--- config.mk ---
export PLATFORM = sky130hd
export DESIGN_NAME = graph_mem_arbiter_flat
export DESIGN_NICKNAME = d
export VERILOG_FILES = /design/src/rtl/graph_mem_arbiter_if.sv /design/src/rtl/graph_mem_arbiter.sv /design/src/flat_wrapper.sv
export SDC_FILE = /design/constraint.sdc
export NUM_CORES = 1
export LEC_CHECK = 0
export ABC_AREA = 1
export BUFFER_PORTS_ARGS = -buffer_cell sky130_fd_sc_hd__buf_2
export CORE_MARGIN = 2
export CORE_UTILIZATION = 48
export CTS_BUF_LIST = sky130_fd_sc_hd__clkbuf_2 sky130_fd_sc_hd__clkbuf_4 sky130_fd_sc_hd__clkbuf_8
export CTS_CLUSTER_DIAMETER = 100
export CTS_CLUSTER_SIZE = 8
export DETAILED_ROUTE_END_ITERATION = 16
export GPL_TIMING_DRIVEN = 0
export PLACE_DENSITY = 0.71
export SLEW_MARGIN = 20
export SYNTH_ARGS = -nofsm -noshare
export SYNTH_HDL_FRONTEND = slang
export SYNTH_SLANG_ARGS = --single-unit
--- constraint.sdc ---
create_clock -name i_clk -period 2.9 [get_ports i_clk]
set_input_delay 0.435 -clock i_clk [delete_from_list [all_inputs] [get_ports i_clk]]
set_output_delay 0.435 -clock i_clk [all_outputs]
set_load 0.03 [all_outputs]
--- src/rtl/graph_mem_arbiter_if.sv ---
// CPU-side request/acknowledge bus of the frame-buffer arbiter.
// The CPU drives the request; the arbiter returns a one-cycle ack and read data.
interface graph_mem_arbiter_if #(
  parameter int ADDR_W = 26,
  parameter int DATA_W = 16
);
  logic              req;
  logic              we;
  logic [ADDR_W-1:0] addr;
  logic [DATA_W-1:0] wdata;
  logic              ack;
  logic [DATA_W-1:0] rdata;

  modport master (output req, we, addr, wdata, input ack, rdata);
  modport slave  (input req, we, addr, wdata, output ack, rdata);
endinterface

--- src/rtl/graph_mem_arbiter.sv ---
// Timed access arbiter sharing one async PSRAM between the CPU and the VGA scan-out.
// VGA words are prefetched into a first-word-fall-through FIFO from an auto-incrementing frame address.
//
// state   | meaning
// IDLE    | choose next access (VGA when FIFO below half, else CPU, else VGA while not full)
// VGA_RD  | frame-buffer read strobe for the prefetch FIFO
// CPU_RD  | CPU read strobe, data captured on the last cycle
// CPU_WR  | CPU write strobe, bus driven with write data
// RECOVER | strobes released for one cycle, write data still held, CPU ack issued
module graph_mem_arbiter #(
  parameter int ADDR_W        = 26,
  parameter int DATA_W        = 16,
  parameter int ACCESS_CYCLES = 4,
  parameter int FIFO_DEPTH    = 8,
  parameter int FRAME_WORDS   = 38400
) (
  input  logic              i_clk,
  input  logic              i_rst,
  graph_mem_arbiter_if.slave cpu,
  input  logic              i_vga_start,
  input  logic [ADDR_W-1:0] i_vga_base,
  input  logic              i_vga_pop,
  output logic [DATA_W-1:0] o_vga_data,
  output logic              o_vga_valid,
  output logic              o_vga_underflow,
  output logic [ADDR_W-1:0] o_mem_adr,
  output logic [DATA_W-1:0] o_mem_dq_out,
  output logic              o_mem_dq_oe,
  input  logic [DATA_W-1:0] i_mem_dq_in,
  output logic              o_mem_ce_n,
  output logic              o_mem_oe_n,
  output logic              o_mem_we_n
);
  localparam int PTR_W = $clog2(FIFO_DEPTH);
  localparam int CNT_W = PTR_W + 1;
  localparam int CYC_W = $clog2(ACCESS_CYCLES);
  localparam int REM_W = $clog2(FRAME_WORDS + 1);
  localparam logic [CNT_W-1:0] HALF     = CNT_W'(FIFO_DEPTH / 2);
  localparam logic [CNT_W-1:0] FULL     = CNT_W'(FIFO_DEPTH);
  localparam logic [CYC_W-1:0] CYC_LOAD = CYC_W'(ACCESS_CYCLES - 1);
  localparam logic [REM_W-1:0] REM_LOAD = REM_W'(FRAME_WORDS);

  typedef enum logic [2:0] {IDLE, VGA_RD, CPU_RD, CPU_WR, RECOVER} state_t;

  state_t            r_state;
  logic [CYC_W-1:0]  r_cnt;
  logic              r_discard;
  logic [ADDR_W-1:0] r_fetch_addr;
  logic [REM_W-1:0]  r_remaining;
  logic              r_ack;
  logic [DATA_W-1:0] r_rdata;
  logic [ADDR_W-1:0] r_mem_adr;
  logic [DATA_W-1:0] r_mem_dq_out;
  logic              r_mem_dq_oe;
  logic              r_mem_ce_n;
  logic              r_mem_oe_n;
  logic              r_mem_we_n;

  logic [DATA_W-1:0] r_fifo [FIFO_DEPTH];
  logic [PTR_W-1:0]  r_wr;
  logic [PTR_W-1:0]  r_rd;
  logic [CNT_W-1:0]  r_count;
  logic              r_vga_valid;
  logic [DATA_W-1:0] r_vga_data;
  logic              r_underflow;

  logic              w_fetch_act;
  logic              w_go_vga;
  logic              w_push;
  logic              w_pop;
  logic [PTR_W-1:0]  w_rd_nxt;
  logic [CNT_W-1:0]  w_count_nxt;

  assign w_fetch_act = (r_remaining != '0);
  // A frame restart in the same cycle never launches a fetch from the stale address.
  assign w_go_vga    = (r_state == IDLE) && w_fetch_act && !i_vga_start &&
                       ((r_count < HALF) || (!cpu.req && (r_count != FULL)));
  assign w_push      = (r_state == VGA_RD) && (r_cnt == '0) && !r_discard && !i_vga_start;
  assign w_pop       = i_vga_pop && (r_count != '0) && !i_vga_start;
  assign w_rd_nxt    = r_rd + PTR_W'(1);
  assign w_count_nxt = r_count + CNT_W'(w_push) - CNT_W'(w_pop);

  always_ff @(posedge i_clk) begin
    if (i_rst) begin
      r_state      <= IDLE;
      r_cnt        <= '0;
      r_discard    <= 1'b0;
      r_fetch_addr <= '0;
      r_remaining  <= '0;
      r_ack        <= 1'b0;
      r_rdata      <= '0;
      r_mem_adr    <= '0;
      r_mem_dq_out <= '0;
      r_mem_dq_oe  <= 1'b0;
      r_mem_ce_n   <= 1'b1;
      r_mem_oe_n   <= 1'b1;
      r_mem_we_n   <= 1'b1;
    end else begin
      r_ack <= 1'b0;
      if (i_vga_start) begin
        r_fetch_addr <= i_vga_base;
        r_remaining  <= REM_LOAD;
      end else if (w_push) begin
        r_fetch_addr <= r_fetch_addr + ADDR_W'(1);
        r_remaining  <= r_remaining - REM_W'(1);
      end
      case (r_state)
        IDLE: begin
          if (w_go_vga) begin
            r_state    <= VGA_RD;
            r_cnt      <= CYC_LOAD;
            r_discard  <= 1'b0;
            r_mem_adr  <= r_fetch_addr;
            r_mem_ce_n <= 1'b0;
            r_mem_oe_n <= 1'b0;
          end else if (cpu.req) begin
            r_cnt      <= CYC_LOAD;
            r_mem_adr  <= cpu.addr;
            r_mem_ce_n <= 1'b0;
            if (cpu.we) begin
              r_state      <= CPU_WR;
              r_mem_we_n   <= 1'b0;
              r_mem_dq_oe  <= 1'b1;
              r_mem_dq_out <= cpu.wdata;
            end else begin
              r_state    <= CPU_RD;
              r_mem_oe_n <= 1'b0;
            end
          end
        end
        VGA_RD, CPU_RD, CPU_WR: begin
          // Restarted frame: let the strobe finish but drop its word.
          if ((r_state == VGA_RD) && i_vga_start) r_discard <= 1'b1;
          if (r_cnt == '0) begin
            r_state    <= RECOVER;
            r_mem_ce_n <= 1'b1;
            r_mem_oe_n <= 1'b1;
            r_mem_we_n <= 1'b1;
            if (r_state == CPU_RD) begin
              r_rdata <= i_mem_dq_in;
              r_ack   <= 1'b1;
            end
            if (r_state == CPU_WR) r_ack <= 1'b1;
          end else begin
            r_cnt <= r_cnt - CYC_W'(1);
          end
        end
        RECOVER: begin
          r_state     <= IDLE;
          r_mem_dq_oe <= 1'b0;
        end
        default: r_state <= IDLE;
      endcase
    end
  end

  always_ff @(posedge i_clk) begin
    if (w_push) r_fifo[r_wr] <= i_mem_dq_in;
  end

  always_ff @(posedge i_clk) begin
    if (i_rst) begin
      r_wr        <= '0;
      r_rd        <= '0;
      r_count     <= '0;
      r_vga_valid <= 1'b0;
      r_vga_data  <= '0;
      r_underflow <= 1'b0;
    end else if (i_vga_start) begin
      r_wr        <= '0;
      r_rd        <= '0;
      r_count     <= '0;
      r_vga_valid <= 1'b0;
      r_underflow <= 1'b0;
    end else begin
      if (w_push) r_wr <= r_wr + PTR_W'(1);
      if (w_pop) r_rd <= w_rd_nxt;
      if (i_vga_pop && (r_count == '0)) r_underflow <= 1'b1;
      r_count     <= w_count_nxt;
      r_vga_valid <= (w_count_nxt != '0);
      // Registered head: next stored word, or the incoming word when the FIFO is about to hold only it.
      if (w_pop && (r_count > CNT_W'(1))) r_vga_data <= r_fifo[w_rd_nxt];
      else if (w_push && ((r_count == '0) || w_pop)) r_vga_data <= i_mem_dq_in;
    end
  end

  assign cpu.ack         = r_ack;
  assign cpu.rdata       = r_rdata;
  assign o_vga_data      = r_vga_data;
  assign o_vga_valid     = r_vga_valid;
  assign o_vga_underflow = r_underflow;
  assign o_mem_adr       = r_mem_adr;
  assign o_mem_dq_out    = r_mem_dq_out;
  assign o_mem_dq_oe     = r_mem_dq_oe;
  assign o_mem_ce_n      = r_mem_ce_n;
  assign o_mem_oe_n      = r_mem_oe_n;
  assign o_mem_we_n      = r_mem_we_n;
endmodule

--- src/flat_wrapper.sv ---
// flat-port wrapper written by rule: the top's interface ports become plain ports
module graph_mem_arbiter_flat 
#(
  parameter int ADDR_W        = 26,
  parameter int DATA_W        = 16,
  parameter int ACCESS_CYCLES = 4,
  parameter int FIFO_DEPTH    = 8,
  parameter int FRAME_WORDS   = 38400
)
  (i_clk, i_rst, i_vga_start, i_vga_base, i_vga_pop, o_vga_data, o_vga_valid, o_vga_underflow, o_mem_adr, o_mem_dq_out, o_mem_dq_oe, i_mem_dq_in, o_mem_ce_n, o_mem_oe_n, o_mem_we_n, cpu_req, cpu_we, cpu_addr, cpu_wdata, cpu_ack, cpu_rdata);
  graph_mem_arbiter_if #(.ADDR_W(ADDR_W), .DATA_W(DATA_W)) cpu_i ();
  input  logic i_clk;
  input  logic i_rst;
  input  logic i_vga_start;
  input  logic [ADDR_W-1:0] i_vga_base;
  input  logic i_vga_pop;
  output logic [DATA_W-1:0] o_vga_data;
  output logic o_vga_valid;
  output logic o_vga_underflow;
  output logic [ADDR_W-1:0] o_mem_adr;
  output logic [DATA_W-1:0] o_mem_dq_out;
  output logic o_mem_dq_oe;
  input  logic [DATA_W-1:0] i_mem_dq_in;
  output logic o_mem_ce_n;
  output logic o_mem_oe_n;
  output logic o_mem_we_n;
  input wire logic [$bits(cpu_i.req)-1:0] cpu_req;
  input wire logic [$bits(cpu_i.we)-1:0] cpu_we;
  input wire logic [$bits(cpu_i.addr)-1:0] cpu_addr;
  input wire logic [$bits(cpu_i.wdata)-1:0] cpu_wdata;
  output wire logic [$bits(cpu_i.ack)-1:0] cpu_ack;
  output wire logic [$bits(cpu_i.rdata)-1:0] cpu_rdata;
  assign cpu_i.req = cpu_req;
  assign cpu_i.we = cpu_we;
  assign cpu_i.addr = cpu_addr;
  assign cpu_i.wdata = cpu_wdata;
  assign cpu_ack = cpu_i.ack;
  assign cpu_rdata = cpu_i.rdata;
  graph_mem_arbiter #(.ADDR_W(ADDR_W), .DATA_W(DATA_W), .ACCESS_CYCLES(ACCESS_CYCLES), .FIFO_DEPTH(FIFO_DEPTH), .FRAME_WORDS(FRAME_WORDS)) u_core (.i_clk(i_clk), .i_rst(i_rst), .cpu(cpu_i), .i_vga_start(i_vga_start), .i_vga_base(i_vga_base), .i_vga_pop(i_vga_pop), .o_vga_data(o_vga_data), .o_vga_valid(o_vga_valid), .o_vga_underflow(o_vga_underflow), .o_mem_adr(o_mem_adr), .o_mem_dq_out(o_mem_dq_out), .o_mem_dq_oe(o_mem_dq_oe), .i_mem_dq_in(i_mem_dq_in), .o_mem_ce_n(o_mem_ce_n), .o_mem_oe_n(o_mem_oe_n), .o_mem_we_n(o_mem_we_n));
endmodule
After elaboration in Yosys (flattened, before gate mapping)
Memories as Yosys holds them, arrays and structs flattened.
Index checks and enable logic that the tools add are counted.
{"block": "totals", "memories": 1, "ram_bits": 128, "latchBits": 0, "in_bits": 90, "rom_bits": 0, "ff_bits": 139, "wordCells": 131, "output_inout_bits": 81}
{"block": "classes", "div_mod_pow": 0, "shifts": 0, "bitwise": 4, "mux": 40, "n_reduce_logical": 43, "eq_ne": 14, "n_mul": 0, "magnitude_cmp": 2, "add_sub_neg": 7}
{"memory": "u_core.r_fifo", "words": 8, "word_bits": 16, "rd": 1, "rd_ports_with_merged_regs": 0, "write_ports": 1, "line": "graph_mem_arbiter.sv:59", "source": "logic [DATA_W-1:0] r_fifo [FIFO_DEPTH];"}
{"operator": "26-bit 2-to-1 mux", "count": 4}
{"operator": "16-bit 2-to-1 mux", "count": 4}
{"operator": "26-bit by 1-bit adder with 26-bit output, second input constant", "count": 1}
{"operator": "1-bit 2-to-1 mux", "count": 19}
{"operator": "16-bit nonzero test", "count": 1}
{"operator": "16-bit by 1-bit subtractor with 16-bit output, second input constant", "count": 1}
{"operator": "1-bit logical AND", "count": 13}
{"operator": "3-bit AND reduction", "count": 4}
{"operator": "4-bit AND reduction", "count": 3}
{"operator": "1-bit case mux with 2 select lines", "count": 5}
{"operator": "2-bit nonzero test", "count": 5}
{"operator": "3-bit 2-to-1 mux", "count": 3}
{"operator": "2-bit inequality test, second input constant", "count": 4}
{"operator": "4-bit nonzero test", "count": 2}
{"operator": "3-bit by 1-bit adder with 3-bit output, second input constant", "count": 2}
{"operator": "3-bit by 2-bit equality test with 1-bit output, second input constant", "count": 2}
{"operator": "2-bit 2-to-1 mux", "count": 3}
{"operator": "2-bit by 1-bit inequality test with 1-bit output, second input constant", "count": 3}
{"operator": "3-bit by 2-bit inequality test with 1-bit output, second input constant", "count": 2}
{"operator": "3-bit case mux with 2 select lines", "count": 1}
{"operator": "2-bit AND reduction", "count": 3}
{"operator": "3-bit OR reduction", "count": 2}
{"operator": "5-bit AND reduction", "count": 1}
{"operator": "4-bit by 1-bit adder with 4-bit output", "count": 1}
{"operator": "other kinds (15)", "count": 21}

Depth between registers and ports, before layout
Gate-level depths: netlist (run 1).
{"block": "logic_depth", "ltp_word": 7, "mapped_depth": 13, "mapped_depth_nobuf": 13}

Least setup slack after synthesis (run 1)
Ideal clock, no wire load.
{"block": "synth_timing", "path_type": "register to register", "start": "register u_core.r_cnt[0]", "end": "memory u_core.r_fifo[1][0], enable pin", "path_slack_ns": 0.105, "setup_time_ns": 0.409, "required_time_ns": 2.491, "n_path_buf": 2, "synth_period_minus_slack_ns": 2.795, "stages_incl_launch_ff": 11, "t_arrival_ns": 2.386, "path_cell_list": "dfxtp_1 -> inv_1 -> ha_1 -> inv_1 -> nor2_1 -> nand2_2 -> nor2_2 -> buf_6 -> buf_4 -> nand2_1 -> nor3_1"}
{"block": "synth_between", "elab_chain_len": 6}
{"element": "start: declaration", "line": "graph_mem_arbiter.sv:46", "source": "logic [CYC_W-1:0] r_cnt;"}
{"element": "start signal: assignment", "line": "graph_mem_arbiter.sv:145", "source": "r_cnt <= r_cnt - CYC_W'(1);"}
{"element": "2-bit logical NOT", "line": "graph_mem_arbiter.sv:78", "source": "assign w_push = (r_state == VGA_RD) && (r_cnt == '0) && !r_discard && !i_vga_start;"}
{"element": "1-bit logical AND (3 in series)", "line": "graph_mem_arbiter.sv:78"}
{"element": "1-bit 2-to-1 mux", "line": "graph_mem_arbiter.sv:158", "source": "if (w_push) r_fifo[r_wr] <= i_mem_dq_in;"}
{"element": "1-bit 2-to-1 mux (implied by the code)", "line": "graph_mem_arbiter.sv:158"}
{"element": "end: declaration", "line": "graph_mem_arbiter.sv:59"}
Every way passes these cells.

Worst setup path after layout (run 1)
{"block": "layout_timing", "start": "register u_core.r_cnt[0]", "end": "memory u_core.r_fifo[5][9], enable pin"}
Same word-level chain as after synthesis.

==> run metrics, run 1 <==
DR WL met3=2.33 mm; largest delay contributor family on the critical path=simple AND/OR/NAND/NOR gates; CTS tree=built; #FFs+latches synth=267; number of library cell types mapped by synthesis=36; Crit-path slowest cell=nor3_2; Final ANT Viol Nets=0; Clock Latency Late Sink=about 0.55 ns; maximum vdd drop=approximately 420 uV; clock share of power=29.0%; Synth Cell Area=11900 um2; clk sink count=267; total CTS buffers=39; top sig layer=met4; Fmax achieved=around 370 MHz; outcome=complete, no violations; cell count of the worst reg-to-reg path=11; via count=10500; Ys Warns=0; Routed WL=about 34 mm; Worst slew margin=a little over half; Slew Limit Fails=0; Commonest cells post-synth=nor2_1, nand2_1, o21ai_0, dfxtp_1, edfxtp_1; type of origin of the critical path=flop; Hold Crit Depth=3; endpoint of the worst hold path=u_core.o_mem_dq_out[12]$_SDFFE_PP0P_; area of the multi-input gates=about 4700 um2; Worst Setup End Kind=flop; Total GRT Usage=~26%; Die Height=roughly 160 um; M1 WL=roughly 15 mm; Fin Setup TNS=0 ns; crit path cell chain=inv_1 > ha_1 > inv_1 > nor2_1 > nand2_2 > nor2_2 > buf_6 > buf_4 > nand2_1 > nor3_2 > buf_6; Critical R2R Capture=u_core.r_fifo[5][9]$_DFFE_PP_; Post-DP HPWL=about 25 mm; final critical-path required period=between 2 and 3 ns; final worst path period share=around 94%; CTS Buffer Depth=3; Post-synth EDFFs=~130; Pre-antenna DRT Iters=5; met2 wire length=16.2 mm; WS Path Type=flop to flop; initial core utilization=49.0%; reg2reg setup slack=around 0.18 ns; Gate power share=between 20% and 30%; Bufs and invs on worst path=5; Flop pwr share=between 40% and 50%; initial antenna violation count=2; Layout area overhead=18.2%; Crit path required time=~3.2 ns; CTS clk-pin slew, worst paths=roughly 0.070 ns; worst hold path type=input pin to flop; first-pass GRT wire length=52.8 mm; Avg Inst Size Synth=between 8 and 9 um2; Seq/Total Area, Yosys=55.6%; Chip Width=about 160 um; count leader, synth=nor2_1; FF-to-FF Start=u_core.r_cnt[0]$_SDFFE_PP0P_; Most used DFF post-synth=dfxtp_1; Hold Crit Start=cpu_wdata[12]; Routability Congestion=~0.9; # IOs=171; grt total ovfl=0; RSZ-0062 raised after global routing=yes; final setup violation count=0; vias in the first global route=slightly below 10000; worst-margin pin slew=a little under 0.7 ns; Remaining DRCs=0; Sw Share=about a third; initial DRC count=around 940; cell internal pwr=~0.0067 W; syn nets=approximately 1500; max_cap viols=0; crit path launch=u_core.r_cnt[0]$_SDFFE_PP0P_; CTS root buffer=clkbuf_8; Hold Slack=around 0.15 ns; Synth area leader=edfxtp_1; Vias/cell=~5.3; Leak=between 5 and 6 nW; CP max FO=10; Layout Nets=between 1500 and 2000; clk_skew=0.0236 ns; largest net degree at the start of global routing=17; FF+latch area=around 6600 um2; Cell Pwr Density=a little over 700 nW/um2; Cells after Synth=approximately 1400; Cell Rows=57; Critical Path AT=2.97 ns; PortBufs=about 170; H-tree depth=2; top-area cell type share of the netlist area=roughly a third; Max stage delay on crit path=between 0.5 and 0.6 ns; WL/cell=between 15 and 20 um; core area=between 20000 and 25000 um2; CTS Hold Bufs=0; fraction of layout cells with a size suffix above 1=a little under a fifth; Sw Pwr=0.00353 W; final hold viol count=0; Area contributors post-synth=edfxtp_1, dfxtp_1, nor2_1; filler instances=~2200; die footprint=26100 um2; ys async rst share=0%
[cell type report]
type	count	area share (%)
Sequential cell	267	47.0
Multi-Input combinational cell	988	33.2
Timing Repair Buffer	180	6.94
Clock buffer	62	5.08
Tap cell	324	2.88
Buffer	75	2.50
Inverter	80	2.15
Clock inverter	3	0.169
Antenna cell	2	0.0355
[metrics by stage]
step	utilization [%]	total power, W	cell area (um2)	setup WS (ns)	cells
2_1_floorplan	-	0.00644	11900	0.105	1410
3_3_place_gp	54.2	0.00724	13200	-1.28	1903
3_5_place_dp	54.8	0.00731	13300	0.153	1913
4_1_cts	57.8	0.0102	14100	0.139	1978
5_1_grt	58.0	0.0107	14100	-0.0208	1981
6_report	58.0	0.0102	14100	0.183	1981
[per-layer routing]
metal  vias to the layer above  track usage [%]
met5                         -                0
li1                       5158                -
met2                       378             42.9
met4                         0             8.00
met3                        62             4.90
met1                      4935             34.9
[placed cells by master (no fill, tap or decap), drive strengths merged, types with 13 or more instances in the layout]
cell type | netlist | final
nand3 | 49 | 49
o211ai | 16 | 16
nand2 | 285 | 285
buf | 40 | 220
nor2 | 297 | 297
dfxtp | 139 | 139
xor2 | 13 | 13
clkbuf | 35 | 97
edfxtp | 128 | 128
o21ai | 180 | 180
nand4 | 21 | 21
o211a | 18 | 18
a21oi | 68 | 68
inv | 80 | 81
[worst register-to-register path, delay by kind of cell, from the launching register on]
kind                     cells  cell delay, ns
buffers and inverters        5            0.77
AND/OR/NAND/NOR              5            1.17
adder cells (fa/ha/maj)      1            0.18
flip-flops                   1            0.31
[what timing repair did]
item / 4_1_cts / 5_1_grt
setup buffers: 0 / 1
gates resized for setup: 0 / 1
setup endpoints to repair: 0 / 29
[worst max-delay path by stage]
stage | endpoint | cells after the start
2_1_floorplan | u_core.r_fifo[1][0]$_DFFE_PP_ | 10
3_3_place_gp | u_core.r_fifo[1][13]$_DFFE_PP_ | 10
3_5_place_dp | u_core.r_fifo[6][1]$_DFFE_PP_ | 10
4_1_cts | u_core.r_fifo[6][15]$_DFFE_PP_ | 10
5_1_grt | u_core.r_fifo[5][14]$_DFFE_PP_ | 11
6_report | u_core.r_fifo[5][9]$_DFFE_PP_ | 11
[sequential cells by signal, indices dropped and copies added (netlist names), 2 cells and up]
| signal | flops |
|---|---|
| u_core.r_cnt | 2 |
| u_core.o_mem_adr | 26 |
| u_core.r_rd | 3 |
| u_core.o_mem_dq_out | 16 |
| u_core.r_fifo | 128 |
| u_core.r_wr | 3 |
| u_core.r_state | 3 |
| u_core.cpu.rdata | 16 |
| u_core.r_fetch_addr | 26 |
| u_core.r_count | 4 |
| u_core.o_vga_data | 16 |
| u_core.r_remaining | 16 |
[power by group through the flow]
stage	clock, W	combinational, W	sequential, W
after floorplan	0	0.00134	0.00510
after global placement	0	0.00263	0.00462
after detailed placement	0	0.00268	0.00463
after CTS	0.00300	0.00269	0.00455
after global routing	0.00316	0.00296	0.00459
final	0.00297	0.00270	0.00456
[logic make-up (layout without fill, tap and decap cells)]
kind of cell | count (synthesis) | after routing | share of synthesized area (%)
flops | 267 | 267 | 55.6
simple gates | 664 | 664 | 22.6
compound gates | 292 | 292 | 13.5
xor+xnor | 19 | 19 | 1.40
buf+inv | 155 | 400 | 5.50
other cells | 0 | 2 | 0
fa+ha+maj | 13 | 13 | 1.43
Note: power is estimated with default switching activity, not from simulation.
==> run 2: changes to the inputs <==
Settings changed: REMOVE_ABC_BUFFERS set to 1, SKIP_CTS_REPAIR_TIMING set to 1.
==> run metrics, run 2 (synthesis gave the netlist of run 1 again) <==
initial DRC count=762 (-19%); die footprint=26100 um2 (unchanged); final setup violation count=0 (unchanged); Sw Pwr=0.00343 W (-2.8%); Post-DP HPWL=19.0 mm (-23%); Hold Slack=0.170 ns (+0.0162 ns); final critical-path required period=2.81 ns (+0.0921 ns); cell internal pwr=0.00664 W (-0.73%); WL/cell=15.7 um (-9.9%); first-pass GRT wire length=46.8 mm (-11%); core area=24300 um2 (unchanged); final worst path period share=96.8% (+3.2 points); commonest non-fill, non-tap cells in the layout=nor2_1, nand2_1, buf_2; Layout area overhead=17.2%; Routed WL=30.1 mm (-13%); H-tree depth=2 (unchanged); filler instances=2174 (-1.0%); Worst Setup End Kind=flop; vias in the first global route=9365 (-5.1%); cell count after placement=1847 (-3.5%); Sw Share=34.1% (-0.47 points); fraction of layout cells with a size suffix above 1=18.6% (+0.23 points); clock share of power=29.0% (about the same); # IOs=171 (unchanged); met2 wire length=14.6 mm (-10%); most common cell after layout, fill and taps aside=nor2_1; max reg flops=128 (unchanged); overall power=0.0101 W (-1.4%); Leak=5.86 nW (-1.4%); outcome=complete, no violations; largest net degree at the start of global routing=69 (+52); Remaining DRCs=0 (unchanged); Clock Latency Late Sink=0.53 ns (-0.02 ns); Most flops, register=u_core.r_fifo; worst hold path type=input pin to flop; Chip Width=162 um (unchanged); Layout Utilization=57.5% (-0.50 points); M1 WL=13.3 mm (-12%); top sig layer=met5; Total GRT Usage=22.3% (-3.7 points); Crit path required time=3.13 ns (-0.03 ns); Vias/cell=5.23 (-1.6%); via count=10100 (-4.4%); max_cap viols=0 (unchanged); Flop pwr share=45.2% (+0.6 points); Worst slew margin=23.8% (-31 points); Die Height=162 um (unchanged); Cell Rows=57 (unchanged); clk_skew=0.0212 ns (-0.00233 ns); Pre-antenna DRT Iters=8 (+3); type of origin of the critical path=flop; Routability Congestion=0.912 (-1.2%); CTS clk-pin slew, worst paths=0.06 ns (about the same); Layout Cells excl Fill=1923 (-2.9%); Gate power share=25.8% (-0.6 points); grt total ovfl=0 (unchanged); Critical Path AT=3.04 ns (+0.07 ns); clk sink count=267 (unchanged); initial antenna violation count=2 (unchanged); Layout Nets=1677 (-3.3%); maximum vdd drop=367 uV (-12%); DR WL met3=1.81 mm (-22%); final hold viol count=0 (unchanged); Slew Limit Fails=0 (unchanged); Final ANT Viol Nets=0 (unchanged); WS Path Type=flop to flop; CTS Buffer Depth=3 (unchanged); RSZ-0062 raised after global routing=yes; CTS root buffer=clkbuf_8; CTS tree=built; PortBufs=170 (+0.59%); worst-margin pin slew=1.14 ns (+0.460 ns); total CTS buffers=39 (unchanged); initial core utilization=49.0% (unchanged); CP max FO=28 (+18); Cell Pwr Density=721 nW/um2 (-0.58%); Fmax achieved=356 MHz (-3.3%)
## run 2: changes by cell type in the layout (fill, tap and decap cells not counted), moves of 5 or more
cell | before | now
buf_1 | 8 | 0
buf_2 | 193 | 170
buf_4 | 7 | 12
clkbuf_1 | 35 | 0
## run 2: cell type report
class                      instances  area, um2  area share, %
sequential                       267       6630           47.4
tap                              324        405           2.90
clock inverter                     3       23.8          0.170
clock buffer                      61        708           5.07
inverter                          80        305           2.18
timing repair buffer             197       1150           8.24
antenna                            2       5.00         0.0358
multi-input combinational        989       4750           34.0
## run 2: per-stage QoR
step | TNS (ns) | setup WS, ns | cell area (um2)
2_1_floorplan | -32.38 | -0.471 | 11600
3_3_place_gp | -333.81 | -2.47 | 12800
3_5_place_dp | 0 | 0.0111 | 13100
4_1_cts | -0.122 | -0.0215 | 13900
5_1_grt | -2.23 | -0.138 | 14000
6_report | 0 | 0.0914 | 14000
## run 2: final timing paths
check	startpoint	end	slack [ns]	depth (start not counted)
max reg2reg	u_core.r_cnt[0]$_SDFFE_PP0P_	u_core.r_fifo[7][8]$_DFFE_PP_	0.09	10
min reg2reg	u_core.o_vga_underflow$_SDFFE_PP0P_	u_core.o_vga_underflow$_SDFFE_PP0P_	0.45	2
max	u_core.r_cnt[0]$_SDFFE_PP0P_	u_core.r_fifo[7][8]$_DFFE_PP_	0.09	10
min	cpu_wdata[13]	u_core.o_mem_dq_out[13]$_SDFFE_PP0P_	0.17	3
## run 2: critical path, stage by stage, from the launching register on
cell     delay, ns
dfxtp_1       0.31
inv_1         0.07
ha_1          0.18
inv_1         0.07
nor2_1        0.12
nand2_2       0.16
nor2_4        0.29
buf_12        0.23
nand2_1       0.20
nor3_2        0.62
buf_6         0.23
## run 2: power by group through the flow
stage	Combinational [W]	Clock, W	Sequential (W)
after floorplan	0.00122	0	0.00511
after global placement	0.00248	0	0.00461
after CTS	0.00258	0.00297	0.00455
after global routing	0.00287	0.00316	0.00459
final	0.00260	0.00292	0.00455
after detailed placement	0.00257	0	0.00462
## run 2: routing by layer
| layer | GRT usage (%) | vias to the layer above |
|---|---|---|
| li1 | - | 5035 |
| met1 | 28.9 | 4673 |
| met2 | 38.5 | 321 |
| met3 | 3.90 | 34 |
| met4 | 6.48 | 2 |
| met5 | 0 | - |
